==> config.mk <==
export PLATFORM = sky130hd
export DESIGN_NAME = fc_mac_accum_2
export DESIGN_NICKNAME = d
export VERILOG_FILES = /design/src/rtl/fc_mac_accum_2_pkg.sv /design/src/rtl/fc_mac_accum_2_mac_unit.sv /design/src/rtl/fc_mac_accum_2.sv
export SDC_FILE = /design/constraint.sdc
export NUM_CORES = 1
export LEC_CHECK = 0
export BUFFER_PORTS_ARGS = -buffer_cell sky130_fd_sc_hd__buf_2
export CORE_ASPECT_RATIO = 0.6
export CORE_MARGIN = 4
export CORE_UTILIZATION = 58
export CTS_CLUSTER_DIAMETER = 80
export DETAILED_ROUTE_END_ITERATION = 7
export PLACE_DENSITY = 0.8
export SLEW_MARGIN = 20
export SYNTH_ARGS = -nofsm -noshare
export SYNTH_HDL_FRONTEND = slang
export SYNTH_HIERARCHICAL = 1
export SYNTH_SLANG_ARGS = --single-unit
==> constraint.sdc <==
create_clock -name clock -period 7.3 [get_ports clock]
set_input_delay 1.095 -clock clock [delete_from_list [all_inputs] [get_ports clock]]
set_output_delay 1.095 -clock clock [all_outputs]
set_load 0.02 [all_outputs]
==> src/rtl/fc_mac_accum_2_pkg.sv <==
// +----------------------------------------------------------------------------+
// | fc_mac_accum_2_pkg : shared sizes, state encoding and drain length for the |
// |                      FC multiply-accumulate block.  Rev 1.0               |
// +----------------------------------------------------------------------------+
`default_nettype none

package fc_mac_accum_2_pkg;

  localparam int DEF_DATA_WIDTH_FC                = 16;
  localparam int DEF_ACCUM_DATA_WIDTH_FC          = 32;
  localparam int DEF_INNEURON                     = 64;
  localparam int DEF_OUTNEURON                    = 10;
  localparam int DEF_PO                           = 1;
  localparam int DEF_FC_INNEURON_ADDR_WIDTH       = 6;
  localparam int DEF_FC_WEIGHT_ADDR_WIDTH         = 10;
  localparam int DEF_FC_COUNT_SLOAD_BITWIDTH      = 3;
  localparam int DEF_FC_COUNT_OUT_NEURON_BITWIDTH = 4;

  localparam int DRAIN_LEN = 5;

  typedef enum logic [2:0] {
    ST_IDLE  = 3'd0,
    ST_MAC   = 3'd1,
    ST_FLUSH = 3'd2,
    ST_DRAIN = 3'd3,
    ST_DONE  = 3'd4
  } fc_state_e;

endpackage

`default_nettype wire

==> src/rtl/fc_mac_accum_2_mac_unit.sv <==
// +----------------------------------------------------------------------------+
// | fc_mac_unit_2 : signed multiply with load/accumulate; saturating adds when |
// |                 FC_ACCUM_SAT_EN is defined, two's-complement wrap else.   |
// | Rev 1.0                                                                    |
// +----------------------------------------------------------------------------+
`default_nettype none

module fc_mac_unit_2
  import fc_mac_accum_2_pkg::*;
#(
  parameter int DATA_WIDTH_FC       = DEF_DATA_WIDTH_FC,
  parameter int ACCUM_DATA_WIDTH_FC = DEF_ACCUM_DATA_WIDTH_FC
) (
  input  logic                           clock,
  input  logic                           reset,
  input  logic                           i_en,
  input  logic                           i_load,
  input  logic [DATA_WIDTH_FC-1:0]       i_a,
  input  logic [DATA_WIDTH_FC-1:0]       i_b,
  output logic [ACCUM_DATA_WIDTH_FC-1:0] o_acc
);

  localparam int c_pw = 2 * DATA_WIDTH_FC;
  localparam int c_aw = ACCUM_DATA_WIDTH_FC;

  logic signed [c_pw-1:0] w_a_ext;
  logic signed [c_pw-1:0] w_b_ext;
  logic signed [c_pw-1:0] w_prod;
  logic signed [c_aw-1:0] w_prod_ext;
  logic signed [c_aw-1:0] w_base;
  logic signed [c_aw-1:0] w_sum;
  logic        [c_aw-1:0] w_acc_nxt;
  logic        [c_aw-1:0] r_acc;

  // Operands are widened first so the product is formed at full width.
  assign w_a_ext    = c_pw'($signed(i_a));
  assign w_b_ext    = c_pw'($signed(i_b));
  assign w_prod     = w_a_ext * w_b_ext;
  assign w_prod_ext = c_aw'(w_prod);
  assign w_base     = i_load ? '0 : $signed(r_acc);
  assign w_sum      = w_base + w_prod_ext;

`ifdef FC_ACCUM_SAT_EN
  logic w_ovf;
  assign w_ovf = (w_base[c_aw-1] == w_prod_ext[c_aw-1]) &&
                 (w_sum[c_aw-1]  != w_base[c_aw-1]);

  always_comb begin
    w_acc_nxt = w_sum;
    if (w_ovf) begin
      w_acc_nxt = w_base[c_aw-1] ? {1'b1, {(c_aw-1){1'b0}}}
                                 : {1'b0, {(c_aw-1){1'b1}}};
    end
  end
`else
  assign w_acc_nxt = w_sum;
`endif

  always_ff @(posedge clock or posedge reset) begin
    if (reset) begin
      r_acc <= '0;
    end else if (i_en) begin
      r_acc <= w_acc_nxt;
    end
  end

  assign o_acc = r_acc;

endmodule

`default_nettype wire

==> src/rtl/fc_mac_accum_2.sv <==
// +----------------------------------------------------------------------------+
// | fc_mac_accum_2 : sequential FC neuron dot-product engine with drain phase  |
// |                  for the result writer. Option macro: FC_ACCUM_SAT_EN.    |
// | Rev 1.0                                                                    |
// +----------------------------------------------------------------------------+
`default_nettype none

module fc_mac_accum_2
  import fc_mac_accum_2_pkg::*;
#(
  parameter int DATA_WIDTH_FC                = DEF_DATA_WIDTH_FC,
  parameter int ACCUM_DATA_WIDTH_FC          = DEF_ACCUM_DATA_WIDTH_FC,
  parameter int INNEURON                     = DEF_INNEURON,
  parameter int OUTNEURON                    = DEF_OUTNEURON,
  parameter int PO                           = DEF_PO,
  parameter int FC_INNEURON_ADDR_WIDTH       = DEF_FC_INNEURON_ADDR_WIDTH,
  parameter int FC_WEIGHT_ADDR_WIDTH         = DEF_FC_WEIGHT_ADDR_WIDTH,
  parameter int FC_COUNT_SLOAD_BITWIDTH      = DEF_FC_COUNT_SLOAD_BITWIDTH,
  parameter int FC_COUNT_OUT_NEURON_BITWIDTH = DEF_FC_COUNT_OUT_NEURON_BITWIDTH
) (
  input  logic                                    clock,
  input  logic                                    reset,
  input  logic                                    i_enable,
  input  logic                                    i_start,
  input  logic [DATA_WIDTH_FC-1:0]                i_in_data,
  input  logic [DATA_WIDTH_FC-1:0]                i_w_data,
  output logic [FC_INNEURON_ADDR_WIDTH-1:0]       o_in_addr,
  output logic [FC_WEIGHT_ADDR_WIDTH-1:0]         o_w_addr,
  output logic [ACCUM_DATA_WIDTH_FC-1:0]          o_result,
  output logic [FC_COUNT_SLOAD_BITWIDTH-1:0]      o_count_sload,
  output logic [FC_COUNT_OUT_NEURON_BITWIDTH-1:0] o_count_out,
  output logic                                    o_busy,
  output logic                                    o_done
);

  localparam int c_iaw = FC_INNEURON_ADDR_WIDTH;
  localparam int c_waw = FC_WEIGHT_ADDR_WIDTH;
  localparam int c_sw  = FC_COUNT_SLOAD_BITWIDTH;
  localparam int c_nw  = FC_COUNT_OUT_NEURON_BITWIDTH;

  localparam logic [c_iaw-1:0] c_last_in   = c_iaw'(INNEURON - 1);
  localparam logic [c_nw-1:0]  c_num_neu   = c_nw'(OUTNEURON / PO);
  localparam logic [c_sw-1:0]  c_drain_end = c_sw'(DRAIN_LEN);

  fc_state_e          r_state,       w_state_nxt;
  logic [c_iaw-1:0]   r_in_addr,     w_in_addr_nxt;
  logic [c_waw-1:0]   r_w_addr,      w_w_addr_nxt;
  logic [c_sw-1:0]    r_count_sload, w_count_sload_nxt;
  logic [c_nw-1:0]    r_count_out,   w_count_out_nxt;
  logic               r_done,        w_done_nxt;
  logic               r_pend,        w_pend_nxt;
  logic               r_pend_first,  w_pend_first_nxt;

  logic                     r_stall;
  logic [DATA_WIDTH_FC-1:0] r_cap_in;
  logic [DATA_WIDTH_FC-1:0] r_cap_w;
  logic [DATA_WIDTH_FC-1:0] w_op_in;
  logic [DATA_WIDTH_FC-1:0] w_op_w;
  logic                     w_acc_en;

  // While stalled the RAMs present data for the held address, not the one
  // issued before the stall, so the in-flight operands are captured on the
  // first stalled cycle and replayed on the first cycle after it.
  always_ff @(posedge clock or posedge reset) begin
    if (reset) begin
      r_stall  <= 1'b0;
      r_cap_in <= '0;
      r_cap_w  <= '0;
    end else begin
      r_stall <= ~i_enable;
      if (!i_enable && !r_stall) begin
        r_cap_in <= i_in_data;
        r_cap_w  <= i_w_data;
      end
    end
  end

  assign w_op_in  = r_stall ? r_cap_in : i_in_data;
  assign w_op_w   = r_stall ? r_cap_w  : i_w_data;
  assign w_acc_en = i_enable & r_pend;

  always_ff @(posedge clock or posedge reset) begin
    if (reset) begin
      r_state       <= ST_IDLE;
      r_in_addr     <= '0;
      r_w_addr      <= '0;
      r_count_sload <= '0;
      r_count_out   <= '0;
      r_done        <= 1'b0;
      r_pend        <= 1'b0;
      r_pend_first  <= 1'b0;
    end else begin
      r_state       <= w_state_nxt;
      r_in_addr     <= w_in_addr_nxt;
      r_w_addr      <= w_w_addr_nxt;
      r_count_sload <= w_count_sload_nxt;
      r_count_out   <= w_count_out_nxt;
      r_done        <= w_done_nxt;
      r_pend        <= w_pend_nxt;
      r_pend_first  <= w_pend_first_nxt;
    end
  end

  always_comb begin
    w_state_nxt       = r_state;
    w_in_addr_nxt     = r_in_addr;
    w_w_addr_nxt      = r_w_addr;
    w_count_sload_nxt = r_count_sload;
    w_count_out_nxt   = r_count_out;
    w_done_nxt        = r_done;
    w_pend_nxt        = r_pend;
    w_pend_first_nxt  = r_pend_first;

    if (i_enable) begin
      w_done_nxt       = 1'b0;
      w_pend_nxt       = (r_state == ST_MAC);
      w_pend_first_nxt = (r_state == ST_MAC) && (r_in_addr == '0);

      case (r_state)
        ST_IDLE: begin
          if (i_start) begin
            w_state_nxt       = ST_MAC;
            w_in_addr_nxt     = '0;
            w_count_sload_nxt = '0;
            w_count_out_nxt   = r_count_out + c_nw'(1);
          end
        end
        ST_MAC: begin
          w_w_addr_nxt = r_w_addr + c_waw'(1);
          if (r_in_addr == c_last_in) begin
            w_in_addr_nxt = '0;
            w_state_nxt   = ST_FLUSH;
          end else begin
            w_in_addr_nxt = r_in_addr + c_iaw'(1);
          end
        end
        ST_FLUSH: begin
          w_state_nxt       = ST_DRAIN;
          w_count_sload_nxt = c_sw'(1);
        end
        ST_DRAIN: begin
          if (r_count_sload == c_drain_end) begin
            w_count_sload_nxt = '0;
            if (r_count_out < c_num_neu) begin
              w_state_nxt     = ST_MAC;
              w_count_out_nxt = r_count_out + c_nw'(1);
            end else begin
              w_state_nxt = ST_DONE;
              w_done_nxt  = 1'b1;
            end
          end else begin
            w_count_sload_nxt = r_count_sload + c_sw'(1);
          end
        end
        ST_DONE: begin
          w_state_nxt     = ST_IDLE;
          w_count_out_nxt = '0;
          w_w_addr_nxt    = '0;
        end
        default: begin
          w_state_nxt = ST_IDLE;
        end
      endcase
    end
  end

  fc_mac_unit_2 #(
    .DATA_WIDTH_FC       (DATA_WIDTH_FC),
    .ACCUM_DATA_WIDTH_FC (ACCUM_DATA_WIDTH_FC)
  ) u_mac (
    .clock  (clock),
    .reset  (reset),
    .i_en   (w_acc_en),
    .i_load (r_pend_first),
    .i_a    (w_op_in),
    .i_b    (w_op_w),
    .o_acc  (o_result)
  );

  assign o_in_addr     = r_in_addr;
  assign o_w_addr      = r_w_addr;
  assign o_count_sload = r_count_sload;
  assign o_count_out   = r_count_out;
  assign o_done        = r_done;
  assign o_busy        = (r_state != ST_IDLE) && (r_state != ST_DONE);

endmodule

`default_nettype wire

---- Word-level counts from Yosys, hierarchy flattened ----
Index checks and enable logic that the tools add are counted.
storage, ports and cells
  register bits ........................... 94
  input port bits ......................... 36
  output and inout bits ................... 57
  logic and storage cells ................. 71
cells by class
  add/sub/neg operators ................... 5
  multiply operators ...................... 1
  order comparisons ....................... 1
  equality and inequality tests ........... 11
  mux-type cells .......................... 22
  bitwise gates (word level) .............. 2
  reduce and logical (&&, ||, !) cells .... 17
operators with widths
  cell                   count
  $add 32x32->32         1
  $mul 16x16->32         1
  $mux 16                2
  $mux 32                1
  $pmux 10 s2            1
  $mux 3                 6
  $mux 4                 3
  $mux 6                 2
  $pmux 3 s4             1
  $pmux 4 s3             1
  $pmux 6 s2             1
  $add 10x1->10 const B  1
  $pmux 3 s3             1
  $reduce_bool 3->1      3
  $add 6x1->6 const B    1
  $eq 3x2->1 const B     2
  $eq 3x3->1 const B     2
  $eq 6x6->1 const B     1
  $logic_not 6->1        1
  $ne 2x2->1 const B     3
  $reduce_and 3->1       2
  $reduce_and 5->1       1
  $add 4x1->4 const B    1
  $lt 4x4->1 const B     1
  other kinds (13)       19

---- Logic depth before layout (Yosys ltp) ----
Gate-level depths: netlist (run 1).
  word-level depth ........................ 4
  depth in mapped cells ................... 27
  depth with buffers taken out ............ 24

---- By module ----
Netlist (run 1), hierarchy kept.
modules (own cells, without submodules)
  module          times used  cells each  area each (sq um)
  fc_mac_unit_2   1           1,301       12,311.8
  fc_mac_accum_2  1           284         3,223.1

---- Worst setup path before layout (run 1) ----
Ideal clock, no wire load.
  kind .................................... in2reg
  from .................................... input port i_in_data[15]
  to ...................................... register u_mac.r_acc[30], in the netlist u_mac/o_acc[30]
  arrival time ............................ 6,978 ps
  data required time ...................... 7,175 ps
  slack ................................... 198 ps
  cell stages on the path ................. 22
  path buffers ............................ 1
  cells stage by stage .................... mux2_2 -> clkbuf_1 -> nand2_1 -> inv_1 -> fa_1 -> inv_1 -> fa_1 -> inv_1 -> fa_1 -> fa_1 -> fa_1 -> inv_1 -> fa_1 -> inv_1 -> ha_1 -> nand2_1 -> nor2_1 -> or3b_4 -> a311oi_4 -> a311oi_2 -> xnor2_1 -> mux2_2
on the way
  word-level cells in the longest chain between the ends .. 3
ends and longest elaborated chain
  what                  line                           source
  start, declared       fc_mac_accum_2.sv:25           input logic [DATA_WIDTH_FC-1:0] i_in_data,
  $mux 16               fc_mac_accum_2.sv:78           assign w_op_in = r_stall ? r_cap_in : i_in_data;
  $mul 16x16->32        fc_mac_accum_2_mac_unit.sv:38  assign w_prod = w_a_ext * w_b_ext;
  $add 32x32->32        fc_mac_accum_2_mac_unit.sv:41  assign w_sum = w_base + w_prod_ext;
  end signal, assigned  fc_mac_accum_2_mac_unit.sv:63  r_acc <= w_acc_nxt;
  end, declared         fc_mac_accum_2_mac_unit.sv:33  logic [c_aw-1:0] r_acc;
Every way passes these cells.
A chain may end at the register's enable or synchronous reset.

---- Worst setup path in the final report (run 1) ----
  from .................................... register r_stall
  to ...................................... register u_mac.r_acc[30], in the netlist u_mac/o_acc[30]
on the way
  word-level cells in the longest chain between the ends .. 3
  elaborated cells between the ends (all ways) .. 4
  classes of those cells .................. add/sub: 1; mul: 1; mux: 2
ends and longest elaborated chain
  what                    line                           source
  start, declared         fc_mac_accum_2.sv:54           logic r_stall;
  start signal, assigned  fc_mac_accum_2.sv:70           r_stall <= ~i_enable;
  $mux 16                 fc_mac_accum_2.sv:78
  via w_op_in[12]         fc_mac_accum_2.sv:57           logic [DATA_WIDTH_FC-1:0] w_op_in;
  $mul 16x16->32          fc_mac_accum_2_mac_unit.sv:38
  $add 32x32->32          fc_mac_accum_2_mac_unit.sv:41
The timed path passes the listed nets, and every way through them passes these cells.

==> metrics.yaml, run 1 <==
route.detailed.drc: 0
clk_transition_reported_paths_ns: 0.08
die_area_sq_um: 29600
finalSetupViolCount: 0
cts_tree: "built"
nets: 2130
cts_hold_buf: 0
grt_pass1_vias: 12300
h-tree-depth: 3
rows: 46
hold_viol_final: 0
synth.area.top_cells: "fa_1 38%, dfrtp_1 15%, inv_1 8.6%"
synthesis.area_sq_um: 15500
synth_adder_area_share_pct: 45.8
ys_seq_elements: 94
muxShareOfSynthArea_pct: 6.72
setup.worst_path.class: "register to register"
ant_nets: 0
cts_resized: 0
crit_path_end_kind: "register"
avgSynthCellArea_sq_um: 9.80
io_pins: 93
synthDistinctLibCells: 73
grtUsageTotal_pct: 28.8
cts_sinks: 94
post_cts_buffers: 0
post-route-period-util_pct: 95.9
place.gp.congestion: 0.933
viasPerCell: 5.55
drtIter0Drc: 1070
slew_headroom_pct: 39.3
clk_latency_ns: 0.37
clk_path_buf_depth: 2
yosys-top-cells-count: "355 x inv_1, 292 x fa_1, 147 x nand2_1"
worst_pin_slew_ns: 0.908
whs_ns: 0.506
slew_viol_final: 0
cp_cell_sequence: "buf_4 > buf_4 > mux2_2 > and2_1 > fa_1 > inv_1 > fa_1 > inv_1 > fa_1 > fa_1 > fa_1 > inv_1 > fa_1 > inv_1 > ha_1 > nand3_2 > o22ai_1 > a31oi_1 > or3b_4 > a311oi_4 > a311oi_2 > xnor2_1 > mux2_2"
crit_top_cell: "fa_1"
synth_nets: 2015
dp_hpwl_um: 33100
slowest_stage: "fa_1"
wire_per_inst_um: 19.2
synthFlopType: "dfrtp_1"
hold_path.class: "register to register"
cp-start-kind: "register"
yosys.area_share.simple_pct: 14.0
cts_buffers: 9
arrival_ns: 7.26
drive_above_1_share_pct: 16.8
yosys.area.top_type: "fa_1"
fmax_mhz: 143
synth_compound_area_share_pct: 5.29
num-fill-cells: 2024
initial_utilization_pct: 58.8
maxCapViolCount: 0
syn2layout_area_growth_pct: 9.57
synth_edf_count: 0
cp.required_ns: 7.56
gr-total-overflow: 0
grt_pass1_wl_um: 65900
die_w_um: 219
place.port_buffers: 92
fin_crit_ns: 7.00
via_count: 11500
antenna_cells: 0
first_pass_iters: 6
antenna_found_initial: 1
critical_path.max_fanout: 19
yosysTopAreaCellShare_pct: 37.6
yosysWarnings: 6
finalClockSkew_ns: 0.0117
core_sq_um: 26400
synthArstFlopShare_pct: 100
max_stage_delay_ns: 0.58
syn_inst: 1585
yosysSeqAreaShare_pct: 15.1
outcome: "completed"
die_h_um: 135
totalWireLength_um: 39600
rsz0062_at_grt: "false"
synth.most_common_cell: "inv_1"
cts_root_buffer: "clkbuf_16"
synth_xor_area_share_pct: 2.76
grt_max_degree: 63
synth_top_family_by_area: "adder cells"
placed cells by master (no fill, tap or decap), drive strengths merged, types with 2 or more instances in the layout:
master and n:
inv 359, fa 292, buf 160, nand2 147
and2 123, ha 102, dfrtp 94, mux2 90
nor2 52, xnor2 37, a21oi 33, o21ai 33
nor2b 31, nand3 17, xor2 12, nor3 10
a21o 9, clkbuf 9, and3 8, nand2b 8
a211oi 6, a31oi 5, o21a 4, nand3b 4
nor4b 4, nor4 3, nand4 3, or3 3
o211ai 3, mux2i 3, or3b 3, o41ai 3
clkinv 3, a311oi 3, nor3b 2, a41o 2
a31o 2, o22ai 2, a221o 2, a211o 2
kinds of logic after synthesis:
family	count (synthesis)
compound gates	120
xor+xnor	49
flops	94
simple gates	423
fa+ha+maj	394
mux	93
buf+inv	412
metrics by stage:
step	worst slack (ns)	area (sq um)	utilization, %	setup TNS [ns]	std cells
floorplan	0.198	15500	-	0	1585
global placement	0.0260	16700	63.3	0	2049
detailed placement	-0.0210	16700	63.3	-0.0210	2049
CTS	0.338	17000	64.4	0	2065
global route	0.0361	17000	64.4	0	2065
finish	0.300	17000	64.4	0	2065
routing by layer:
metal | GRT usage (%) | part of all wire (%) | vias up
li1 | - | - | 5051
met1 | 43.4 | 44 | 5744
met2 | 39.5 | 41 | 599
met3 | 12.0 | 13 | 62
met4 | 5.40 | 1.5 | 2
met5 | 0 | 0.033 | -
state kept, by name, summed over array words and instances, names as in the netlist, 3 cells and up:
signal         cells
o_w_addr          10
o_count_out        4
r_state            3
r_cap_in          16
r_cap_w           16
u_mac/o_acc       32
o_count_sload      3
o_in_addr          6
final cells by class:
class / count / area (sq um) / share of cell area [%]
Multi-Input combinational cell: 1079 / 11600 / 68.2
Sequential cell: 94 / 2350 / 13.8
Inverter: 356 / 1340 / 7.85
Timing Repair Buffer: 160 / 971 / 5.70
Tap cell: 360 / 450 / 2.65
Clock buffer: 9 / 225 / 1.32
Clock inverter: 7 / 75.1 / 0.441
critical path: cells and delay by family (launching register included):
family,cells,cell delay (ns)
compound gates,4,0.80
xor+xnor,1,0.14
fa+ha+maj,7,3.42
buf+inv,6,0.70
flops,1,0.36
mux,2,0.72
simple gates,3,0.75
worst paths after layout:
check	from	cells past startpoint	endpoint	slack, ns
max in group asynchronous	reset	3	r_cap_w[8]$_DFFE_PP0P_	5.82
setup reg to reg	r_stall$_DFF_PP0_	23	u_mac/o_acc[30]$_DFFE_PP0P_	0.30
min in group asynchronous	reset	3	u_mac/o_acc[0]$_DFFE_PP0P_	0.81
setup / recovery	r_stall$_DFF_PP0_	23	u_mac/o_acc[30]$_DFFE_PP0P_	0.30
hold / removal	r_cap_in[7]$_DFFE_PP0P_	1	r_cap_in[7]$_DFFE_PP0P_	0.51
hold reg to reg	r_cap_in[7]$_DFFE_PP0P_	1	r_cap_in[7]$_DFFE_PP0P_	0.51
Power of run 1 is not shown: default switching activity piles up to over one toggle a cycle in this logic, so the estimate is an artifact.
==> run 2, diff against run 1 <==
--- a/config.mk
+++ b/config.mk
@@ -8,10 +8,10 @@
 export BUFFER_PORTS_ARGS = -buffer_cell sky130_fd_sc_hd__buf_2
 export CORE_ASPECT_RATIO = 0.6
 export CORE_MARGIN = 4
-export CORE_UTILIZATION = 58
+export CORE_UTILIZATION = 55
 export CTS_CLUSTER_DIAMETER = 80
 export DETAILED_ROUTE_END_ITERATION = 7
-export PLACE_DENSITY = 0.8
+export PLACE_DENSITY = 0.73
 export SLEW_MARGIN = 20
 export SYNTH_ARGS = -nofsm -noshare
 export SYNTH_HDL_FRONTEND = slang
==> constraint.sdc (replaced) <==
create_clock -name clock -period 7.45 [get_ports clock]
set_input_delay 1.1175 -clock clock [delete_from_list [all_inputs] [get_ports clock]]
set_output_delay 1.1175 -clock clock [all_outputs]
set_load 0.02 [all_outputs]
==> run 2 against run 1 <==
  * First-iteration DRC count is 15% lower
  * Wire length is 0.13% lower
  * Largest cell class unchanged
  * Clock-buffer cell count stayed put
  * Critical path depth is 1 lower
==> metrics.yaml, run 2 (synthesized netlist as in run 1, its figures left out) <==
min_to: "r_cap_in[6]$_DFFE_PP0P_"
slew_headroom_pct: 44.4  # +5.1 points
fmax_mhz: 141
critPathBufInv: 5  # -1
arrival_ns: 7.37  # +0.11 ns
finalSetupViolCount: 0  # unchanged
dp_hpwl_um: 33500  # +1.0%
fin_crit_ns: 7.09
io_pins: 93  # unchanged
rows: 47  # +2.2%
grt_max_degree: 63  # unchanged
cts_hold_buf: 0  # unchanged
crit_top_cell: "fa_1"
antenna_cells: 0  # unchanged
antenna_found_initial: 2  # +1
maxCapViolCount: 0  # unchanged
setup.worst_path.class: "input pin to register"
crit_family: "adder cells"
fin_setup_tns_ns: 0  # unchanged
cts_tree: "built"
rr_startpoint: "r_stall$_DFF_PP0_"
finalClockSkew_ns: 0.0159  # +0.00420 ns
initial_utilization_pct: 56.1  # -2.7 points
via_count: 11100  # -3.3%
largest_reg_flops: 32  # unchanged
whs_path_depth: 1  # unchanged
clk_path_buf_depth: 2  # unchanged
final_cell_mix: "354 x inv_1, 292 x fa_1, 147 x nand2_1, 123 x and2_1, 102 x ha_1"
totalWireLength_um: 39600  # -0.13%
grtUsageTotal_pct: 27.1  # -1.7 points
cts_root_buffer: "clkbuf_16"
max_stage_delay_ns: 0.55  # -0.03 ns
rsz0062_at_grt: "false"
die_h_um: 138  # +2.5%
nets: 2111  # -0.89%
place.port_buffers: 92  # unchanged
rrSetupSlack_ns: 0.50  # +0.20 ns
ff2ff_path_depth: 22  # -4.3%
syn2layout_area_growth_pct: 8.80
gr-total-overflow: 0  # unchanged
cts_resized: 0  # unchanged
cp-start-kind: "input pin"
worst_pin_slew_ns: 0.825  # -0.0828 ns
place.gp.congestion: 0.998  # +7.0%
h-tree-depth: 3  # unchanged
die_area_sq_um: 31100  # +5.2%
clk_latency_ns: 0.38  # about the same
r2r-end: "u_mac/o_acc[30]$_DFFE_PP0P_"
slew_viol_final: 0  # unchanged
cp_cell_sequence: "buf_2 > mux2_2 > and2_1 > fa_1 > inv_1 > fa_1 > fa_1 > fa_1 > inv_1 > fa_1 > inv_1 > fa_1 > inv_1 > ha_1 > nand2_1 > nor4b_2 > a211oi_2 > or3b_4 > a311oi_4 > a311oi_2 > xnor2_1 > mux2_2"
critical_path.max_fanout: 16  # -3
post-route-period-util_pct: 95.2
route.detailed.drc: 0  # unchanged
grt_pass1_vias: 11800  # -3.8%
cp.required_ns: 7.73  # +0.17 ns
crit_path_end_kind: "register"
hold_viol_final: 0  # unchanged
cts_sinks: 94  # unchanged
die_w_um: 225  # +2.6%
post_cts_buffers: 0  # unchanged
drtIter0Drc: 913  # -15%
final_common_cell: "inv_1"
ant_nets: 0  # unchanged
viasPerCell: 5.40  # -2.7%
clk_transition_reported_paths_ns: 0.09  # about the same
core_sq_um: 27700  # +4.8%
hold_path.class: "register to register"
first_pass_iters: 5  # -1
wire_per_inst_um: 19.3  # +0.45%
drive_above_1_share_pct: 15.8  # -1.0 points
cts_buffers: 9  # unchanged
grt_pass1_wl_um: 65800  # -0.21%
outcome: "completed"
min_from: "r_cap_in[6]$_DFFE_PP0P_"
slowest_stage: "fa_1"
-- run 2: cell count changes in the layout (fill, tap and decap cells not counted), sizes merged --
cell,before,now
buf,160,141
clkinv,3,4
inv,359,358
-- run 2: per-layer routing --
layer  part of all wire (%)  global-route usage [%]
met2                     37                    33.9
met1                     49                    44.1
met4                   0.96                    4.32
met3                     13                    11.1
met5                  0.033                       0
-- run 2: cell type report --
type                            instances  area (sq um)
Multi-Input combinational cell       1079         11600
Fill cell                            2302         10800
Sequential cell                        94          2350
Inverter                              356          1340
Timing Repair Buffer                  141           841
Tap cell                              367           459
Clock buffer                            9           225
Clock inverter                          7          80.1
-- run 2: worst max path at each step --
| stage | startpoint | endpoint | slack [ns] | cells past startpoint |
|---|---|---|---|---|
| 6_report | i_w_data[5] | u_mac/o_acc[30]$_DFFE_PP0P_ | 0.36 | 22 |
| 4_1_cts | i_w_data[5] | u_mac/o_acc[30]$_DFFE_PP0P_ | 0.40 | 22 |
| 3_3_place_gp | i_w_data[5] | u_mac/o_acc[30]$_DFFE_PP0P_ | 0.1 | 22 |
| 3_5_place_dp | i_in_data[8] | u_mac/o_acc[30]$_DFFE_PP0P_ | 0.02 | 23 |
| 5_1_grt | i_in_data[7] | u_mac/o_acc[30]$_DFFE_PP0P_ | 0.13 | 22 |
| 2_1_floorplan | i_in_data[15] | u_mac/o_acc[30]$_DFFE_PP0P_ | 0.33 | 22 |
-- run 2: per-stage QoR --
step	instance area (sq um)	std cells	utilization, %	setup slack [ns]	hold slack [ns]
6_report	16900	2053	61.0	0.359	0.507
5_1_grt	16900	2053	61.0	0.133	0.516
4_1_cts	16900	2053	61.0	0.401	0.509
3_5_place_dp	16600	2037	59.9	0.0242	0.490
3_3_place_gp	16600	2037	59.9	0.0955	0.483
2_1_floorplan	15500	1585	-	0.325	0.475
-- run 2: worst reg2reg max path, cell delays in order (launching register included) --
cell and delay (ns):
dfrtp_1 0.37, buf_12 0.22, mux2_2 0.52, and2_1 0.21, fa_1 0.53, inv_1 0.06
fa_1 0.47, fa_1 0.54, fa_1 0.55, inv_1 0.05, fa_1 0.51, inv_1 0.06
fa_1 0.48, inv_1 0.05, ha_1 0.34, nand2_1 0.11, nor4b_2 0.34, a211oi_2 0.16
or3b_4 0.43, a311oi_4 0.32, a311oi_2 0.15, xnor2_1 0.14, mux2_2 0.26
Power of run 2 is left out for the same reason.
